`src/rtl/cap_sense_scanner_pkg.sv`:
```
// cap_sense_scanner_pkg
//   Shared definitions for the capacitive pad scanner: scan FSM encoding,
//   default geometry, and the processor-visible I/O addresses.
//   No ports (package).
package cap_sense_scanner_pkg;

   localparam int NUM_PADS_DEF = 9;
   localparam int CNT_W_DEF    = 12;

   typedef enum logic [1:0] {
      IDLE      = 2'd0,
      DISCHARGE = 2'd1,
      CHARGE    = 2'd2,
      EVAL      = 2'd3
   } scan_state_t;

   // Memory-mapped I/O word addresses used by the processor skeleton.
   localparam logic [7:0] ADDR_TOUCH_STATE = 8'h40;  // read: debounced bitmap
   localparam logic [7:0] ADDR_EVENT_FLAGS = 8'h41;  // read: latched rise events
   localparam logic [7:0] ADDR_EVENT_ACK   = 8'h42;  // write: 1 clears event bit

endpackage

```
`src/rtl/cap_pad_channel.sv`:
```
// cap_pad_channel
//   One sensor pad: input synchronizer, charge-time capture, baseline,
//   touch compare and debounce.
// Ports:
//   clock, reset       clock and asynchronous active-low reset
//   sense_raw          raw pad pin, asynchronous to clock
//   charge_clr         high in DISCHARGE; re-arms the capture for next charge
//   charge_en          high in CHARGE
//   timeout            charge counter reached its limit this cycle
//   cnt                shared charge counter
//   eval_cal           EVAL cycle that captures the baseline
//   eval_cmp           EVAL cycle that evaluates touch
//   thresh             touch margin above baseline
//   done               pad has latched, or latches this cycle
//   touch              debounced touch state
//   rise               touch goes 0->1 on this clock edge
module cap_pad_channel #(
   parameter int CNT_W    = 12,
   parameter int DEBOUNCE = 3
) (
   input  logic             clock,
   input  logic             reset,
   input  logic             sense_raw,
   input  logic             charge_clr,
   input  logic             charge_en,
   input  logic             timeout,
   input  logic [CNT_W-1:0] cnt,
   input  logic             eval_cal,
   input  logic             eval_cmp,
   input  logic [CNT_W-1:0] thresh,
   output logic             done,
   output logic             touch,
   output logic             rise
);

   localparam int AGR_W = (DEBOUNCE < 2) ? 1 : $clog2(DEBOUNCE + 1);

   logic             sync_p0, sync_p1;
   logic             latched;
   logic [CNT_W-1:0] count;
   logic [CNT_W-1:0] baseline;
   logic [AGR_W-1:0] agree;
   logic [CNT_W:0]   limit;
   logic             raw_touch;
   logic             at_limit;

   // Extra bit keeps baseline + thresh from wrapping.
   assign limit     = {1'b0, baseline} + {1'b0, thresh};
   assign raw_touch = ({1'b0, count} > limit);
   assign at_limit  = (agree == AGR_W'(DEBOUNCE - 1));
   assign done      = latched | sync_p1;
   assign rise      = eval_cmp & raw_touch & ~touch & at_limit;

   always_ff @(posedge clock or negedge reset) begin
      if (!reset) begin
         sync_p0  <= 1'b0;
         sync_p1  <= 1'b0;
         latched  <= 1'b0;
         count    <= '0;
         baseline <= '0;
         agree    <= '0;
         touch    <= 1'b0;
      end else begin
         // --- stage p0 -> p1: metastability synchronizer ---
         sync_p0 <= sense_raw;
         sync_p1 <= sync_p0;

         // First high sample wins; a pad still low at timeout takes the
         // counter value, which equals the timeout limit on that cycle.
         if (charge_clr) begin
            latched <= 1'b0;
         end else if (charge_en && !latched && (sync_p1 || timeout)) begin
            latched <= 1'b1;
            count   <= cnt;
         end

         if (eval_cal)
            baseline <= count;

         if (eval_cmp) begin
            if (raw_touch != touch) begin
               if (at_limit) begin
                  touch <= ~touch;
                  agree <= '0;
               end else begin
                  agree <= agree + 1'b1;
               end
            end else begin
               agree <= '0;
            end
         end
      end
   end

endmodule

```
`src/rtl/cap_sense_scanner.sv`:
```
// cap_sense_scanner
//   Drives the shared capacitive-sensor pin through discharge / charge /
//   evaluate scans, times each pad's charge, and produces a debounced touch
//   bitmap plus latched rising-edge touch events for the processor.
// Ports:
//   clock, reset   clock and asynchronous active-low reset
//   enable         scanning enable
//   thresh         touch margin added to each pad's baseline (EVAL only)
//   recal          one-cycle pulse; next completed scan re-captures baselines
//   sense_in       raw pad pins
//   sense_out      shared drive pin
//   touch_state    debounced touch bitmap
//   event_flags    latched rising-edge events, cleared by event_ack
//   event_ack      write-1-to-clear mask for event_flags
//   scan_done      one-cycle pulse during EVAL
//   calibrated     baselines are valid
module cap_sense_scanner
   import cap_sense_scanner_pkg::*;
#(
   parameter int NUM_PADS         = NUM_PADS_DEF,
   parameter int CNT_W            = CNT_W_DEF,
   parameter int TIMEOUT          = 2047,
   parameter int DISCHARGE_CYCLES = 500,
   parameter int DEBOUNCE         = 3
) (
   input  logic                clock,
   input  logic                reset,
   input  logic                enable,
   input  logic [CNT_W-1:0]    thresh,
   input  logic                recal,
   input  logic [NUM_PADS-1:0] sense_in,
   output logic                sense_out,
   output logic [NUM_PADS-1:0] touch_state,
   output logic [NUM_PADS-1:0] event_flags,
   input  logic [NUM_PADS-1:0] event_ack,
   output logic                scan_done,
   output logic                calibrated
);

   scan_state_t         state;
   logic [CNT_W-1:0]    cnt;   // discharge length, then charge time
   logic                recal_pend;
   logic [NUM_PADS-1:0] pad_done;
   logic [NUM_PADS-1:0] pad_rise;
   logic                in_discharge, in_charge, timeout_hit, all_done;
   logic                eval_cal, eval_cmp;

   assign in_discharge = (state == DISCHARGE);
   assign in_charge    = (state == CHARGE);
   assign timeout_hit  = in_charge && (cnt == CNT_W'(TIMEOUT));
   assign all_done     = &pad_done;
   assign eval_cal     = (state == EVAL) && (!calibrated || recal_pend);
   assign eval_cmp     = (state == EVAL) && calibrated && !recal_pend;

   for (genvar i = 0; i < NUM_PADS; i++) begin : g_pad
      cap_pad_channel #(
         .CNT_W    (CNT_W),
         .DEBOUNCE (DEBOUNCE)
      ) u_pad (
         .clock      (clock),
         .reset      (reset),
         .sense_raw  (sense_in[i]),
         .charge_clr (in_discharge),
         .charge_en  (in_charge),
         .timeout    (timeout_hit),
         .cnt        (cnt),
         .eval_cal   (eval_cal),
         .eval_cmp   (eval_cmp),
         .thresh     (thresh),
         .done       (pad_done[i]),
         .touch      (touch_state[i]),
         .rise       (pad_rise[i])
      );
   end

   always_ff @(posedge clock or negedge reset) begin
      if (!reset) begin
         state       <= IDLE;
         cnt         <= '0;
         sense_out   <= 1'b0;
         scan_done   <= 1'b0;
         calibrated  <= 1'b0;
         recal_pend  <= 1'b0;
         event_flags <= '0;
      end else begin
         scan_done   <= 1'b0;
         // A new rise beats a simultaneous acknowledge.
         event_flags <= (event_flags & ~event_ack) | pad_rise;

         // EVAL consumes any pending request; a pulse during EVAL itself
         // is kept for the following scan.
         if (state == EVAL)
            recal_pend <= recal;
         else if (recal)
            recal_pend <= 1'b1;

         if (eval_cal)
            calibrated <= 1'b1;

         case (state)
            IDLE: begin
               sense_out <= 1'b0;
               if (enable) begin
                  state <= DISCHARGE;
                  cnt   <= '0;
               end
            end
            DISCHARGE: begin
               if (!enable) begin
                  state     <= IDLE;
                  sense_out <= 1'b0;
               end else if (cnt == CNT_W'(DISCHARGE_CYCLES - 1)) begin
                  state     <= CHARGE;
                  cnt       <= '0;
                  sense_out <= 1'b1;
               end else begin
                  cnt <= cnt + 1'b1;
               end
            end
            CHARGE: begin
               if (!enable) begin
                  state     <= IDLE;
                  sense_out <= 1'b0;
               end else if (all_done || timeout_hit) begin
                  state     <= EVAL;
                  sense_out <= 1'b0;
                  scan_done <= 1'b1;
               end else begin
                  cnt <= cnt + 1'b1;
               end
            end
            EVAL: begin
               cnt   <= '0;
               state <= enable ? DISCHARGE : IDLE;
            end
            default: state <= IDLE;
         endcase
      end
   end

endmodule

```
`config.mk`:
```
export PLATFORM = sky130hd
export DESIGN_NAME = cap_sense_scanner
export DESIGN_NICKNAME = d
export VERILOG_FILES = /design/src/rtl/cap_sense_scanner_pkg.sv /design/src/rtl/cap_pad_channel.sv /design/src/rtl/cap_sense_scanner.sv
export SDC_FILE = /design/constraint.sdc
export NUM_CORES = 1
export LEC_CHECK = 0
export ABC_AREA = 1
export CORE_UTILIZATION = 60
export DETAILED_ROUTE_END_ITERATION = 6
export PLACE_DENSITY = 0.78
export REMOVE_ABC_BUFFERS = 1
export SYNTH_ARGS = -nofsm -noshare
export SYNTH_HDL_FRONTEND = slang
export SYNTH_SLANG_ARGS = --single-unit
```
`constraint.sdc`:
```
create_clock -name clock -period 5.4 [get_ports clock]
set_input_delay 1.08 -clock clock [delete_from_list [all_inputs] [get_ports clock]]
set_output_delay 1.08 -clock clock [all_outputs]
set_load 0.05 [all_outputs]
```
# After elaboration in Yosys (flattened, before gate mapping)

Cells that the tools add are included.

Register bits: 297

$add $sub $neg: 19
$lt $le $gt $ge: 9
Equality and inequality tests: 29
Muxes and demuxes: 59
Bitwise gates (word level): 49
Reductions and logical operators: 78

Operator list:

| cell                                                                    | count |
|---|---|
| 12-bit by 12-bit adder with 13-bit output                               | 9 |
| 12-bit by 13-bit > comparator with 1-bit output                         | 9 |
| 12-bit two-way mux                                                      | 5 |
| 12-bit case mux with 4 select lines                                     | 1 |
| 2-bit two-way mux                                                       | 23 |
| 3-bit AND reduction                                                     | 11 |
| 1-bit two-way mux                                                       | 28 |
| 1-bit AND                                                               | 27 |
| 2-bit equality test, second input constant                              | 11 |
| 1-bit logical AND                                                       | 22 |
| 2-bit nonzero test                                                      | 10 |
| 2-bit by 1-bit adder with 2-bit output, second input constant           | 9 |
| 2-bit AND reduction                                                     | 9 |
| 12-bit by 1-bit adder with 12-bit output, second input constant         | 1 |
| 12-bit by 11-bit equality test with 1-bit output, second input constant | 1 |
| 12-bit by 9-bit equality test with 1-bit output, second input constant  | 1 |
| 1-bit zero test                                                         | 11 |
| 1-bit logical OR                                                        | 11 |
| 1-bit inverter                                                          | 10 |
| 9-bit AND                                                               | 1 |
| 1-bit != test                                                           | 9 |
| 9-bit inverter                                                          | 1 |
| 1-bit OR                                                                | 9 |
| 9-bit OR                                                                | 1 |
| other kinds (9)                                                         | 13 |

# Depth between registers and ports, before layout

Gate-level depths: netlist of the first run.

Depth after elaboration: 7
Depth in mapped cells: 21
Gate-level depth less buffers: 21

# By module

A second synthesis of the first run with hierarchy kept.

Cell total of the unflattened synthesis: 2055
Area total of the unflattened synthesis: 19213.4 um^2

By module, submodules not included:

| module            | times used | cells an instance | area an instance (um^2) | sequential area each (um^2) |
|---|---|---|---|---|
| cap_pad_channel   | 9          | 206               | 1959.4                  | 750.7 |
| cap_sense_scanner | 1          | 201               | 1579.0                  | 675.6 |

# Worst setup path before layout of the first run

Ideal clock, no wire load.

Path kind: input to register
From: in thresh[1]
To: reg g_pad[2].u_pad.agree[1]
Data arrival time: 3.723 ns
Required time: 5.281 ns
Setup slack: 1.558 ns
Stages: 17
Cell sequence: inv_1 -> fa_1 -> or2_2 -> a21oi_1 -> nand2_1 -> nand2_1 -> nand3_1 -> nand2_1 -> xor2_1 -> ha_1 -> and3_1 -> nand3_1 -> nand2_1 -> a21oi_1 -> nand4_1 -> nand4_1 -> nand2_1

Longest elaborated chain between the ends: 4

Ends and longest elaborated chain:

| element                                         | line                    | source |
|---|---|---|
| start, declared                                 | cap_sense_scanner.sv:29 | `input logic [CNT_W-1:0] thresh,` |
| 12-bit by 12-bit adder with 13-bit output       | cap_pad_channel.sv:48   | `assign limit = {1'b0, baseline} + {1'b0, thresh};` |
| 12-bit by 13-bit > comparator with 1-bit output | cap_pad_channel.sv:49   | `assign raw_touch = ({1'b0, count} > limit);` |
| 1-bit != test                                   | cap_pad_channel.sv:81   | `if (raw_touch != touch) begin` |
| 2-bit two-way mux                               | cap_pad_channel.sv:81   |  |
| end signal, assigned                            | cap_pad_channel.sv:86   | `agree <= agree + 1'b1;` |
| end, declared                                   | cap_pad_channel.sv:42   | `logic [AGR_W-1:0] agree;` |

Every way passes these cells.
A chain may end at the register's enable or synchronous reset.

# Worst setup path after layout of the first run

From: in thresh[1]
To: reg g_pad[1].u_pad.agree[0]

Longest elaborated chain between the ends: 4

Ends and longest elaborated chain:

| element                                         | line |
|---|---|
| 12-bit by 12-bit adder with 13-bit output       | cap_pad_channel.sv:48 |
| 12-bit by 13-bit > comparator with 1-bit output | cap_pad_channel.sv:49 |
| 1-bit != test                                   | cap_pad_channel.sv:81 |
| 2-bit two-way mux                               | cap_pad_channel.sv:81 |
| end signal, assigned                            | cap_pad_channel.sv:86 |
| end, declared                                   | cap_pad_channel.sv:42 |

Every way passes these cells.

==> results of run 1 <==
[power groups by stage]
stage	registers, mW	logic, mW	clock network (mW)
after floorplan	2.87	2.13	0
after global placement	2.91	2.69	0
after detailed placement	2.93	2.82	0
after CTS	2.90	2.86	2.39
after global routing	2.95	3.28	2.49
final	2.90	2.87	2.34
[cell families (layout without fill, tap and decap cells)]
family          after synthesis  in the layout  share of synthesized area (%)
compound gates              401            401                           11.7
xor+xnor                     91             91                           4.18
fa+ha+maj                   231            231                           15.5
buf+inv                     285            356                           6.56
flops                       297            297                           39.0
mux                          90             90                           5.31
simple gates                767            767                           17.8
[layout make-up]
| class | instances | area share [%] |
|---|---|---|
| multi-input cells | 1580 | 49.5 |
| flip-flops and latches | 297 | 35.4 |
| clock buffers | 52 | 5.11 |
| inverters | 226 | 4.04 |
| repair buffers | 68 | 3.16 |
| well taps | 396 | 2.36 |
| clock inverters | 10 | 0.370 |
[critical path, cell delays in order]
cell	delay, ps
clkdlybuf4s50_1	480
inv_1	360
fa_1	570
or2_2	330
a21oi_1	350
nand2_1	130
nand2_1	160
a31oi_1	110
xor2_1	150
ha_1	290
and3_1	200
nand2_1	70
o21bai_1	70
nor2_1	190
nand4_1	160
nand4_1	120
nand2_1	60
[worst max path at each step]
stage / to / slack (ps) / start
after global routing: g_pad[5].u_pad.agree[0] / 610 / thresh[1]
after floorplan: g_pad[2].u_pad.agree[0] / 1540 / thresh[1]
after CTS: g_pad[5].u_pad.agree[1] / 960 / thresh[1]
after global placement: g_pad[5].u_pad.agree[1] / 680 / thresh[1]
after detailed placement: g_pad[5].u_pad.agree[0] / 470 / thresh[1]
final: g_pad[1].u_pad.agree[0] / 890 / thresh[1]
[state kept, by name, indices dropped and copies added, names as in the netlist]
signal / cells
sense_out: 1
g_pad.u_pad.touch: 9
state: 2
g_pad.u_pad.sync_p1: 9
calibrated: 1
g_pad.u_pad.count: 108
event_flags: 9
scan_done: 1
g_pad.u_pad.baseline: 108
g_pad.u_pad.agree: 18
cnt: 12
g_pad.u_pad.sync_p0: 9
g_pad.u_pad.latched: 9
recal_pend: 1
[stage by stage]
stage	setup WS (ps)	utilization, %	hold WS [ps]	power [mW]
2_1_floorplan	1540	-	331	5.00
3_3_place_gp	676	64.2	334	5.59
3_5_place_dp	474	64.2	336	5.75
4_1_cts	964	67.9	348	8.14
5_1_grt	609	67.9	358	8.71
6_report	893	67.9	349	8.12
[placed cells by master (no fill, tap or decap), types with 8 or more instances in the layout]
cell	synthesis	final
a21boi_0	9	9
a21o_1	15	15
a21oi_1	134	134
a31oi_1	17	17
buf_4	9	13
clkbuf_16	0	37
clkbuf_8	0	9
clkdlybuf4s50_1	0	53
clkinv_2	0	8
dfrtp_1	297	297
fa_1	9	9
ha_1	222	222
inv_1	222	222
mux2_2	90	90
nand2_1	444	443
nand2_4	9	10
nand3_1	77	77
nand3_4	9	9
nand4_1	45	45
nor2_1	130	130
nor3_1	30	30
o21a_1	9	9
o21ai_0	63	63
o21ai_1	110	110
o21ai_2	8	8
o21bai_1	25	25
o22ai_1	9	9
or2_2	9	9
xnor2_1	14	14
xor2_1	77	77
[layer usage]
layer  share of wire, %  up-vias  global-route usage [%]
li1                   -     7373                       -
met1                 44     7171                    38.8
met2                 46      415                    47.6
met3                5.0      134                    3.48
met4                5.4        0                    15.1
met5                  0        -                       0
==> reports/results.tsv, run 1 <==
stage	metric	value	unit
run_status	status	complete, no violations	
pwr	combPwrFrac	35.3	%
yosys	ys_seq_area_share	39.0	%
pwr	ir_worst_vdd	0.336	mV
global_route	grt_max_degree	115	
critical_path	r2r_cells	18	
timing	relSlewSlack	32.4	%
timing	setup_viol	0	
timing	tightest_slew	1010	ps
global_route	grt_overflow	0	
clocking	cts_resized	0	
yosys	yosysMostFrequentCell	nand2_1	
finish	multiInputGateArea	0.0104	sq mm
detailed_routing	vias	15093	
critical_path	start_kind	input pin	
yosys	synth-main-ff-cell	dfrtp_1	
pwr	seqPwrFrac	35.8	%
timing	slew_viol_final	0	
pwr	clock_power_share	28.9	%
yosys	synth_common_cells	nand2_1 (444), dfrtp_1 (297), ha_1 (222), inv_1 (222), a21oi_1 (134)	
critical_path	worstSetupPathType	in -> reg	
floorplan	chipWidth	180	um
timing	finalClockSkew	14.7	ps
critical_path	crit_path_end_kind	flop	
floorplan	core	0.0309	sq mm
timing	tns	0	ps
finish	final_cell_area	0.0210	sq mm
timing	hold_viol	0	
finish	seq_area	0.00743	sq mm
clocking	numClockSinks	297	
place	routabilityCongestion	0.940	
clocking	ctsLongestPathBuffers	3	
floorplan	die-area	0.0325	sq mm
clocking	htreeDepth	2	
worst_hold_path	worstHoldPathType	reg -> reg	
floorplan	die_h	180	um
yosys	synth-seq-cells	297	
timing	rsz0062_at_grt	false	
clocking	root_buffer	clkbuf_16	
pwr	internal-power	5.15	mW
detailed_routing	drtAntennaViolNets	0	
clocking	post_cts_buffers	0	
floorplan	floorplan.initialDensity	61.7	%
timing	fmax	222	MHz
run	maxCapViolCount	0	
detailed_routing	wl	46100	um
clocking	clock_latency	520	ps
pwr	power.switching	2.96	mW
clocking	path_clk_slew	60	ps
place	dp_hpwl	31700	um
yosys	ys_warn_count	0	
yosys	synthesis.area	0.0191	sq mm
global_route	grt_antenna_before_repair	1	
worst_hold_path	worstHoldPathCells	0	
yosys	synth_top_area_share	39.0	%
clocking	cts_tree	yes	
yosys	synth_cells	2162	
detailed_routing	drt_iter0_markers	1019	
finish	finalNonFillerCells	2629	
critical_path	cp_data_required_time	5800	ps
global_route	grt_pass1_wl	76500	um
yosys	avgSynthCellArea	8.82	sq um
global_route	grtUsageTotal	29.3	%
worst_hold_path	min_from	g_pad[5].u_pad.sync_p0	
detailed_routing	routed_via_density	5.74	
worst_hold_path	holdPathEnd	g_pad[5].u_pad.sync_p1	
yosys	ys_types	40	
place	dp_cells	2567	
timing	period_needed	4510	ps
critical_path	worstPathMaxFanout	9	
detailed_routing	dr.pass1.iters	5	
yosys	synthArstFlopShare	100	%
pwr	leakage	10.7	nW
timing	fin_crit_sh	83.5	%
detailed_routing	wl_per_cell	17.5	um
finish	diodes	0	
floorplan	num_rows	64	
yosys	synth_edf_count	0	
pwr	p_per_area	387	mW/mm^2
yosys	synthTopCellsByArea	dfrtp_1 (39%), ha_1 (15%), nand2_1 (8.7%)	
critical_path	r2r_start	g_pad[5].u_pad.baseline[0]	
global_route	first_global_vias	15229	
clocking	hold_buffers	0	
critical_path	reg2reg_to	g_pad[5].u_pad.agree[1]	
finish	fillers	2470	
pwr	switching_share	36.5	%
clocking	cts_inserted_buffers	35	
critical_path	arrival	4910	ps
detailed_routing	route.detailed.drc	0	
place	dpl_cell_area	0.0198	sq mm
finish	area_growth	10.0	%
yosys	yosysTopAreaCell	dfrtp_1	
finish	nets	2473	
critical_path	reg2reg_slack	1920	ps
floorplan	num_io_pins	55	
finish	layout-drive-gt1-share	9.09	%
place	port_buffers	54	
Power figures use the tool's default switching activity.
==> run 2: changes to the inputs <==
Clock period 5.4 ns to 4.4 ns, I/O delays scaled along.
==> reports/results.tsv, run 2 (synthesis results as in run 1) <==
stage	metric	value	unit
clocking	cts_tree	yes	
pwr	switching_share	35.7	%
timing	tightest_slew	975	ps
pwr	ir_worst_vdd	0.379	mV
floorplan	die_h	180	um
detailed_routing	wl_per_cell	17.0	um
global_route	grt_antenna_before_repair	0	
critical_path	cpLargestDelayFamily	simple AND/OR/NAND/NOR gates	
finish	most-common-layout-cells	nand2_1 (443), dfrtp_1 (297), inv_1 (222), ha_1 (222), a21oi_1 (134)	
critical_path	worstSetupPathType	in -> reg	
global_route	grt_pass1_wl	73900	um
floorplan	num_io_pins	55	
run	maxCapViolCount	0	
pwr	p_per_area	477	mW/mm^2
clocking	clock_latency	510	ps
clocking	htreeDepth	2	
clocking	post_cts_buffers	0	
timing	setup_viol	0	
detailed_routing	drt_iter0_markers	931	
timing	finalClockSkew	11.7	ps
timing	hold_viol	0	
finish	final_cell_area	0.0212	sq mm
finish	finalNonFillerCells	2648	
critical_path	start_kind	input pin	
detailed_routing	wl	44900	um
timing	tns	0	ps
finish	final_util	68.7	%
finish	area_growth	11.4	%
detailed_routing	dr.pass1.iters	7	
critical_path	arrival	4390	ps
critical_path	worstPathMaxFanout	9	
floorplan	num_rows	64	
finish	multiInputGateArea	0.0104	sq mm
timing	period_needed	4000	ps
timing	fmax	250	MHz
clocking	cts_resized	0	
clocking	cts_inserted_buffers	34	
place	port_buffers	54	
critical_path	slowest_delay	500	ps
global_route	grt_max_degree	91	
place	dp_cells	2588	
place	dpl_cell_area	0.0200	sq mm
clocking	ctsLongestPathBuffers	3	
finish	final_common_cell	nand2_1	
timing	rsz0062_at_grt	false	
clocking	hold_buffers	0	
clocking	root_buffer	clkbuf_16	
place	dp_hpwl	30800	um
finish	fillers	2361	
floorplan	die-area	0.0325	sq mm
global_route	grtUsageTotal	28.3	%
timing	relSlewSlack	34.9	%
timing	fin_crit_sh	90.9	%
floorplan	floorplan.initialDensity	61.7	%
pwr	combPwrFrac	35.2	%
critical_path	worstPathCellList	clkdlybuf4s50_1 -> buf_12 -> ha_1 -> inv_1 -> fa_1 -> or2_2 -> a21oi_1 -> nand2_1 -> nand2_1 -> nand3_1 -> nand2_1 -> xor2_1 -> ha_1 -> and3_1 -> nand3_1 -> nand2_1 -> a21oi_1 -> nand4_1 -> nand4_1 -> nand2_1	
run_status	status	complete, no violations	
floorplan	core	0.0309	sq mm
finish	diodes	0	
critical_path	worstPathBufferInverterCount	3	
pwr	power.switching	3.62	mW
critical_path	critical_path.slowest_cell	clkdlybuf4s50_1	
pwr	clock_power_share	29.6	%
pwr	internal-power	6.51	mW
finish	reg_top3	g_pad.u_pad.baseline x108, g_pad.u_pad.count x108, g_pad.u_pad.agree x18	
clocking	numClockSinks	297	
global_route	first_global_vias	14840	
detailed_routing	vias	14964	
finish	seq_area	0.00743	sq mm
clocking	path_clk_slew	60	ps
critical_path	crit_path_end_kind	flop	
detailed_routing	drtAntennaViolNets	0	
detailed_routing	routed_via_density	5.65	
finish	layout-drive-gt1-share	9.86	%
worst_hold_path	worstHoldPathType	in -> async	
finish	nets	2493	
global_route	grt_overflow	0	
floorplan	chipWidth	180	um
pwr	seqPwrFrac	35.2	%
critical_path	cp_data_required_time	4790	ps
detailed_routing	route.detailed.drc	0	
critical_path	crit_top_cell	nand2_1	
place	routabilityCongestion	0.933	
pwr	leakage	10.8	nW
timing	slew_viol_final	0	
-- run 2: cell types whose count changed in the layout (fill, tap and decap cells not counted) --
cell	previous run	this run
buf_4	13	30
clkbuf_8	9	7
buf_12	1	5
clkinvlp_4	1	2
bufinv_16	1	4
clkinv_2	8	4
-- run 2: worst reg2reg max path: stages (launching register included) --
cell     delay, ps
dfrtp_1        340
ha_1           160
inv_1           50
fa_1           380
or2_2          320
a21oi_1        310
nand2_1        120
nand2_1        110
nand3_1         80
nand2_1         80
xor2_1         150
ha_1           260
and3_1         180
nand3_1         70
nand2_1         50
a21oi_1        200
nand4_1        150
nand4_1        110
nand2_1         50
-- run 2: power groups by stage --
stage | combinational (mW) | clock [mW] | sequential, mW
after floorplan | 2.62 | 0 | 3.53
after global placement | 3.34 | 0 | 3.57
after detailed placement | 3.49 | 0 | 3.60
after CTS | 3.54 | 3.04 | 3.56
after global routing | 4.06 | 3.16 | 3.62
final | 3.56 | 3.00 | 3.56
-- run 2: per-layer routing --
metal / track usage, % / wire [um] / part of all wire, %
met5: 0 / 0 / 0
met4: 13.2 / 2080 / 4.6
met3: 4.61 / 2400 / 5.3
met2: 47.4 / 20800 / 46
met1: 36.1 / 19600 / 44
-- run 2: area by class of cell --
class	count	share of cell area (%)
clock buffer	50	4.92
timing repair buffer	89	4.10
clock inverter	10	0.730
multi-input combinational	1580	48.9
tap	396	2.33
inverter	226	3.99
sequential	297	35.0
-- run 2: path summary, 6_finish.rpt --
| kind | from | endpoint | slack [ps] | cells past startpoint |
|---|---|---|---|---|
| hold reg to reg | g_pad[0].u_pad.sync_p0 | g_pad[0].u_pad.sync_p1 | 350 | 0 |
| setup / recovery | thresh[0] | g_pad[6].u_pad.agree[1] | 400 | 20 |
| setup reg to reg | g_pad[6].u_pad.baseline[0] | g_pad[6].u_pad.agree[1] | 1100 | 18 |
| min in group clock | g_pad[0].u_pad.sync_p0 | g_pad[0].u_pad.sync_p1 | 350 | 0 |
| hold / removal | reset | g_pad[4].u_pad.agree[0] | 320 | 1 |
| max in group asynchronous | reset | g_pad[1].u_pad.count[10] | 3040 | 2 |
-- run 2: stage by stage --
stage	power, mW	hold WS [ps]	setup slack (ps)
2_1_floorplan	6.14	331	611
3_3_place_gp	6.91	333	67.8
3_5_place_dp	7.08	336	-19.2
4_1_cts	10.1	349	470
5_1_grt	10.8	361	128
6_report	10.1	325	400
==> run 3: changes to the inputs <==
Settings changed: CORE_UTILIZATION 60 to 45, PLACE_DENSITY 0.78 to not set.
Clock period 4.4 ns to 4.6 ns, I/O delays scaled along.
==> reports/results.tsv, run 3 (synthesis results as in run 1) <==
stage	metric	value	unit
finish	final_cell_area	0.0214	sq mm
finish	most-common-layout-cells	nand2_1 (443), dfrtp_1 (297), inv_1 (222), ha_1 (222), a21oi_1 (134)	
timing	relSlewSlack	34.9	%
detailed_routing	route.detailed.drc	0	
run	maxCapViolCount	0	
finish	layout-drive-gt1-share	9.82	%
place	dp_slack	27.9	ps
timing	tightest_slew	976	ps
floorplan	chipWidth	208	um
timing	period_needed	4020	ps
detailed_routing	routed_via_density	5.30	
clocking	hold_buffers	0	
timing	fmax	249	MHz
pwr	total_power	9.70	mW
floorplan	die_h	208	um
detailed_routing	vias	14786	
clocking	htreeDepth	2	
critical_path	crit_path_end_kind	flop	
pwr	power.switching	3.50	mW
pwr	p_per_area	453	mW/mm^2
floorplan	core	0.0419	sq mm
floorplan	num_rows	75	
critical_path	worstSetupPathType	in -> reg	
global_route	first_global_vias	14866	
clocking	numClockSinks	297	
clocking	root_buffer	clkbuf_16	
critical_path	crit_top_cell	nand2_1	
pwr	switching_share	36.1	%
global_route	grtUsageTotal	22.6	%
global_route	grt_max_degree	106	
finish	area_growth	12.3	%
place	port_buffers	54	
pwr	internal-power	6.20	mW
clocking	cts_resized	0	
detailed_routing	wl_per_cell	16.8	um
global_route	grt_pass1_wl	77500	um
pwr	leakage	10.8	nW
detailed_routing	drtAntennaViolNets	0	
pwr	clock_power_share	30.4	%
critical_path	cp_data_required_time	5030	ps
timing	layout_setup_ws	578	ps
pwr	ir_worst_vdd	0.246	mV
critical_path	slowest_delay	510	ps
worst_hold_path	worstHoldPathType	in -> async	
run_status	status	complete, no violations	
global_route	grt_overflow	0	
timing	tns	0	ps
timing	rsz0062_at_grt	false	
critical_path	r2r_cells	18	
pwr	combPwrFrac	34.6	%
critical_path	critical_path.slowest_cell	clkdlybuf4s50_1	
finish	nets	2490	
place	routabilityCongestion	0.868	
critical_path	worstPathCellList	clkdlybuf4s50_1 -> buf_12 -> ha_1 -> inv_1 -> fa_1 -> or2_2 -> a21oi_1 -> nand2_1 -> nand2_1 -> nand3_1 -> nand2_1 -> xor2_1 -> ha_1 -> and3_1 -> nand3_1 -> nand2_1 -> a21oi_1 -> nand4_1 -> nand4_1 -> nand2_1	
finish	diodes	0	
detailed_routing	dr.pass1.iters	5	
clocking	cts_tree	yes	
place	dp_hpwl	32100	um
floorplan	floorplan.initialDensity	45.6	%
timing	setup_viol	0	
clocking	clock_latency	560	ps
global_route	grt_antenna_before_repair	0	
floorplan	die-area	0.0432	sq mm
timing	slew_viol_final	0	
finish	reg_top3	g_pad.u_pad.baseline x108, g_pad.u_pad.count x108, g_pad.u_pad.agree x18	
critical_path	worstPathMaxFanout	9	
detailed_routing	wl	46800	um
place	dpl_cell_area	0.0202	sq mm
timing	fin_crit_sh	87.4	%
timing	hold_viol	0	
finish	final_common_cell	nand2_1	
floorplan	num_io_pins	55	
timing	finalClockSkew	19.2	ps
pwr	seqPwrFrac	35.0	%
clocking	cts_inserted_buffers	38	
critical_path	arrival	4450	ps
clocking	path_clk_slew	50	ps
clocking	ctsLongestPathBuffers	3	
critical_path	start_kind	input pin	
detailed_routing	drt_iter0_markers	833	
clocking	post_cts_buffers	0	
[run 3: cell types whose count changed in the layout (fill, tap and decap cells not counted)]
cell / change
buf_4: -7
bufinv_16: -1
clkbuf_16: +1
clkinv_2: +5
clkinv_8: +1
clkinvlp_4: -2
inv_6: +2
[run 3: worst paths after layout]
kind                                                    to                       start  slack [ps]
max in group asynchronous       g_pad[7].u_pad.baseline[8]                       reset        3270
worst min-delay path                        event_flags[2]                       reset         320
worst max register to register     g_pad[2].u_pad.agree[1]  g_pad[2].u_pad.baseline[0]        1280
worst max-delay path               g_pad[2].u_pad.agree[1]                   thresh[0]         580
min in group clock                  g_pad[2].u_pad.sync_p1      g_pad[2].u_pad.sync_p0         350
worst min register to register      g_pad[2].u_pad.sync_p1      g_pad[2].u_pad.sync_p0         350
[run 3: layout make-up]
type	count	area, sq um
clock buffer	51	1070
clock inverter	15	169
fill	3931	20400
inverter	226	848
multi-input combinational	1580	10400
sequential	297	7430
tap	539	674
timing repair buffer	82	818
[run 3: stage by stage]
stage	hold slack (ps)	utilization, %	instances
after floorplan	331	-	2103
after global placement	331	48.2	2724
after detailed placement	336	48.2	2724
after CTS	332	51.1	2790
after global routing	351	51.1	2790
final	320	51.1	2790
[run 3: critical path, delay by kind of cell]
kind / cells / cell delay, ps
AO/OA/AOI/OAI: 2 / 500
XOR/XNOR: 1 / 160
adder cells (fa/ha/maj): 3 / 810
buffers and inverters: 3 / 710
AND/OR/NAND/NOR: 11 / 1340
[run 3: power groups by stage]
stage	Combinational, mW	Clock [mW]	Sequential (mW)
3_5_place_dp	3.34	0	3.44
3_3_place_gp	3.24	0	3.42
2_1_floorplan	2.50	0	3.37
5_1_grt	3.86	3.13	3.46
6_report	3.35	2.95	3.40
4_1_cts	3.37	3.04	3.40
[run 3: routing by layer]
layer	vias to the layer above	part of all wire, %	GRT usage [%]
li1	7413	-	-
met1	7042	46	29.6
met2	261	48	38.6
met3	70	3.1	2.34
met4	0	3.0	8.25
met5	-	0	0
